===== config.mk =====
export PLATFORM = sky130hd
export DESIGN_NAME = shift_add_multiply
export DESIGN_NICKNAME = d
export VERILOG_FILES = /design/src/rtl/shift_add_multiply.sv
export SDC_FILE = /design/constraint.sdc
export NUM_CORES = 1
export LEC_CHECK = 0
export ABC_CLOCK_PERIOD_IN_PS = 2500
export BUFFER_PORTS_ARGS = -buffer_cell sky130_fd_sc_hd__buf_2
export CAP_MARGIN = 20
export CORE_MARGIN = 1
export CORE_UTILIZATION = 50
export CTS_CLUSTER_SIZE = 25
export DETAILED_ROUTE_END_ITERATION = 10
export PLACE_DENSITY = 0.76
export SYNTH_ARGS = -nofsm -noshare
export SYNTH_HDL_FRONTEND = slang
export SYNTH_SLANG_ARGS = --single-unit
export TNS_END_PERCENT = 5

===== constraint.sdc =====
create_clock -name clk -period 2.5 [get_ports clk]
set_input_delay 0 -clock clk [delete_from_list [all_inputs] [get_ports clk]]
set_output_delay 0 -clock clk [all_outputs]
set_load 0.05 [all_outputs]

===== src/rtl/shift_add_multiply.sv =====
// Sequential radix-2 shift-and-add unsigned multiplier, one product bit per cycle.
// Shares the start/busy/finish handshake of the restoring divider.
//
// state | meaning
// IDLE  | waiting for start; product holds the last result
// CALC  | WIDTH add-and-shift iterations, busy high
module shift_add_multiply #(
   parameter int WIDTH = 8
) (
   input  logic                 clk,
   input  logic                 rst_n,
   input  logic                 start,
   input  logic [WIDTH-1:0]     multiplicand,
   input  logic [WIDTH-1:0]     multiplier,
   output logic [2*WIDTH-1:0]   product,
   output logic                 busy,
   output logic                 finish
);

   localparam int CW = $clog2(WIDTH);

   typedef enum logic {
      IDLE = 1'b0,
      CALC = 1'b1
   } state_t;

   state_t               state;
   state_t               state_nxt;
   logic [CW-1:0]        cnt;
   logic [WIDTH-1:0]     a_reg;
   logic [2*WIDTH-1:0]   acc;
   logic [WIDTH:0]       sum;
   logic                 last;
   logic                 accept;

   assign last = (cnt == CW'(WIDTH - 1));

   // Upper half plus the gated multiplicand; bit WIDTH keeps the carry that the shift pulls down.
   assign sum = {1'b0, acc[2*WIDTH-1:WIDTH]} + (acc[0] ? {1'b0, a_reg} : {(WIDTH+1){1'b0}});

   always_ff @(posedge clk) begin
      if (!rst_n) begin
         state <= IDLE;
      end else begin
         state <= state_nxt;
      end
   end

   always_comb begin
      state_nxt = state;
      accept    = 1'b0;
      case (state)
         IDLE: begin
            if (start) begin
               state_nxt = CALC;
               accept    = 1'b1;
            end
         end
         CALC: begin
            if (last) begin
               state_nxt = IDLE;
            end
         end
         default: state_nxt = IDLE;
      endcase
   end

   always_ff @(posedge clk) begin
      if (!rst_n) begin
         cnt    <= '0;
         a_reg  <= '0;
         acc    <= '0;
         finish <= 1'b0;
      end else begin
         finish <= 1'b0;
         if (accept) begin
            a_reg <= multiplicand;
            acc   <= {{WIDTH{1'b0}}, multiplier};
            cnt   <= '0;
         end else if (state == CALC) begin
            acc <= {sum, acc[WIDTH-1:1]};
            if (last) begin
               cnt    <= '0;
               finish <= 1'b1;
            end else begin
               cnt <= cnt + CW'(1);
            end
         end
      end
   end

   assign product = acc;
   assign busy    = (state == CALC);

endmodule


# Yosys cells after proc, flatten, opt, wreduce, memory -nomap -nowiden

Cells that the tools add are included.

Register bits: 29
Bits of input ports: 19
Output and inout bits: 18

$add $sub $neg: 2
Equality and inequality tests: 1
Muxes and demuxes: 9
Bitwise logic cells: 2
Reductions and logical operators: 3

Operators by type and width:

| cell                  | count |
|---|---|
| $mux W8               | 3 |
| $add A8 B8 Y9         | 1 |
| $mux W1               | 4 |
| $add A3 B1 Y3 const B | 1 |
| $eq A3 B3 Y1 const B  | 1 |
| $mux W3               | 1 |
| $reduce_or A3 Y1      | 1 |
| $not A1 Y1            | 2 |
| $pmux W1 S2           | 1 |
| $reduce_bool A2 Y1    | 1 |
| $reduce_or A2 Y1      | 1 |

# Longest topological paths before layout

Depth in word-level cells: 4
Mapped depth: 7

# Worst setup path after synthesis

OpenSTA, ideal clock, no wires.

Path kind: reg-to-reg
From: register acc[0], in the netlist product[0]
To: register acc[12], in the netlist product[12]
Library setup time: 0.116 ns
Arrival time: 1.875 ns
Data required time: 2.384 ns
Path slack: 0.510 ns
Stages on the path, launching flop included: 7
Buffers on the path: 0
Cells stage by stage: dfxtp_1 and2_1 ha_1 and3_1 o2bb2ai_1 a221o_1 and3_1

Longest elaborated chain between the ends: 2

RTL lines:

| item                   | line | source |
|---|---|---|
| from (decl)            | 31   | `logic [2*WIDTH-1:0] acc;` |
| from (signal assigned) | 78   | `acc <= {{WIDTH{1'b0}}, multiplier};` |
| from (signal assigned) | 81   | `acc <= {sum, acc[WIDTH-1:1]};` |
| $mux W8                | 39   | `assign sum = {1'b0, acc[2*WIDTH-1:WIDTH]} + (acc[0] ? {1'b0, a_reg} : {(WIDTH+1){1'b0}});` |
| $add A8 B8 Y9          | 39   |  |

No other way between the ends.
A chain may end at the register's enable or synchronous reset.

# Worst setup path in the final report

From: register acc[0], in the netlist product[0]
To: register acc[13], in the netlist product[13]

Same word-level chain as after synthesis.

==> impl_results.md <==
* Status: finished, final reports clean
* Unrepaired setup endpoints after global routing: false
* Worst Hold Slack at ~0.055 ns
* Full die area at ~3400 um^2
* Non-Filler Instances at between 200 and 300
* Pre-antenna DRT Iters at 4
* Post-Synthesis Cells at 175
* Avg Synthesized Cell Area at 9.166 um^2
* Row count at 20
* Fin crit share at 0.7512
* Final ANT Viol Nets at 0
* Num CTS Buffers at 5
* Deepest clock path buffer count at 2
* Mapped Area at approximately 1600 um^2
* PD cells at around 480 nW/um^2
* Hpwl dp at approximately 2400 um
* Setup ws final at approximately 0.62 ns
* Placed cells at 247
* Sequential fraction of the synthesis area at 0.3619
* CTS root buffer: clkbuf_4
* Worst-Skew Late Latency at between 0.3 and 0.4 ns
* CP Data Required Time at 2.75 ns
* First-pass GRT wire length at between 5000 and 6000 um
* Final Hold Fails at 0
* Leakage at between 0.0009 and 0.001 uW
* Critical Path Sink Type: flip-flop
* Max-cap viol count at 0
* Core footprint at slightly above 3000 um^2
* Pre-CTS setup slack at roughly 0.64 ns
* CTS tree: built
* Nets@finish at between 200 and 250
* TNS Setup at 0 ns
* H-tree Lvls at 2
* Die Height at a little under 60 um
* Post-CTS setup buffers at 0
* CP max stage cell: fa_1
* Min-delay worst type: primary input to flip-flop
* Gr usage total at 0.2279
* Worst stage delay on the critical path at roughly 0.41 ns
* Initial antenna violation count at 0
* Clock Skew at slightly below 0.006 ns
* Max frequency at 532.5 MHz
* Routability Congestion at about 0.90
* Worst-Margin Slew at approximately 0.9 ns
* EDFF count, synth at 0
* CTS Sinks at 29
* Synth unique cells at 35
* Async SR Flop Fraction at 0
* R2R depth at 7
* Crit-path cells: and2_1 > ha_1 > fa_1 > nand3_1 > a31oi_2 > o21a_1 > o31ai_2
* Final setup violation count at 0
* Post-synthesis register bit count at 29
* Number of synthesis warnings at 0
* Slew headroom at 0.3819
* 1st-iter DRT viols at just under 70
* DRC at 0
* Layout cell share with drive strength beyond 1 at 0.2237
* IO Count at 37
* Setup CP Type: flip-flop to flip-flop
* Port bufs at 36
* Post-DR vias/cell at between 5 and 6
* Grt total ovfl at 0
* Vias in the first global route at 1268
* Crit path DAT at 2.13 ns
* Initial Util at 0.5254
* Synth Flop Type: dfxtp_1
* DIE WIDTH at 58.64 um
* Mapped Nets at just over 200
* Pin count of the biggest net entering global routing at 32
* Max FFs per register at 16
* Maximum vdd ir drop at roughly 350 uV
* CP max FO at 10
* WL per Instance at ~13 um
* Inserted Diodes at 0
* Max Slew Vio Count at 0
* Min Tclk post-route at between 1.5 and 2 ns
* Worst hold stages at 4
* Clk slew on worst S/H paths at 0.09 ns
* Synth-to-layout area growth at 20.28%
* Routed vias at between 1000 and 1500
* Critical path startpoint category: flip-flop
* Wirelength, routed at 3352 um
==> critical path, delay by kind of cell, from the launching register on <==
family                     cells  cell delay [ns]
DFF                            1             0.39
adders and majority gates      2             0.62
and+or+nand+nor                2             0.31
AOI/OAI and AO/OA              3             0.48
==> through the flow <==
| stage | power, uW | utilization | instance area (um^2) |
|---|---|---|---|
| final | 920.4 | 0.6320 | 1929 |
| after global placement | 645.8 | 0.5889 | 1798 |
| after CTS | 931.2 | 0.6320 | 1929 |
| after detailed placement | 651.3 | 0.5889 | 1798 |
| after global routing | 973.0 | 0.6320 | 1929 |
| after floorplan | 614.5 | - | 1604 |
==> kinds of logic after synthesis <==
logic type,share of synthesized area
and+or+nand+nor,0.2301
AOI/OAI and AO/OA,0.1396
DFF,0.3619
muxes,0.1061
buffers and inverters,0.04446
adders and majority gates,0.09048
xor gates and xnor gates,0.02730
==> layer usage <==
metal / wire length [um] / global-route usage
met5: 0 / 0
met4: 55 / 0.08163
met3: 154 / 0.07253
met2: 1608 / 0.3760
met1: 1533 / 0.2798
==> what timing repair did <==
action,in CTS,in global routing
endpoints found under the hold margin,8,0
gates resized for setup,0,0
hold buffers,8,0
==> synthesized netlist by cell type, drive strengths merged, types with 4 or more instances <==
cell	n	share of area
a21oi	7	0.024
and2	17	0.066
buf	7	0.028
dfxtp	29	0.36
ha	10	0.078
inv	4	0.0094
mux2i	17	0.11
nand2	17	0.040
nor2b	14	0.055
nor3b	4	0.019
o21ai	14	0.044
xor2	4	0.022
==> power by group <==
| part | switching [uW] | total, uW | leakage (uW) | internal, uW |
|---|---|---|---|---|
| Clock | 163 | 270 | 0.0000320 | 107 |
| Sequential | 16.6 | 498 | 0.000237 | 481 |
| Combinational | 89.9 | 153 | 0.000666 | 63.1 |
==> final cells by class <==
cell class                      count  area, um^2
Multi-Input combinational cell    132       952.2
Sequential cell                    29       580.6
Tap cell                           44       55.05
Clock inverter                      2       10.01
Inverter                            4       15.01
Fill cell                         274        1124
Clock buffer                        6       41.29
Timing Repair Buffer               46       275.3
==> final timing paths <==
check	slack, ns	startpoint	endpoint
hold reg to reg	0.53	a_reg[6]	a_reg[6]
setup reg to reg	0.62	product[0]	product[13]
setup / recovery	0.62	product[0]	product[13]
hold / removal	0.05	multiplier[4]	product[4]
==> cell usage in the layout (no fill, tap or decap), drive strengths merged, types with 2 or more instances in the layout <==
| cell | n |
|---|---|
| nand2 | 17 |
| clkbuf | 6 |
| a21o | 3 |
| nor2b | 14 |
| o21ai | 14 |
| dlygate4sd3 | 8 |
| mux2i | 17 |
| dfxtp | 29 |
| nand3 | 3 |
| xor2 | 4 |
| inv | 4 |
| nor3b | 4 |
| a31oi | 2 |
| and3 | 3 |
| ha | 10 |
| and2 | 17 |
| a22o | 2 |
| clkinv | 2 |
| nor2 | 3 |
| a21oi | 7 |
| buf | 38 |
(Power assumes the default switching activity.)
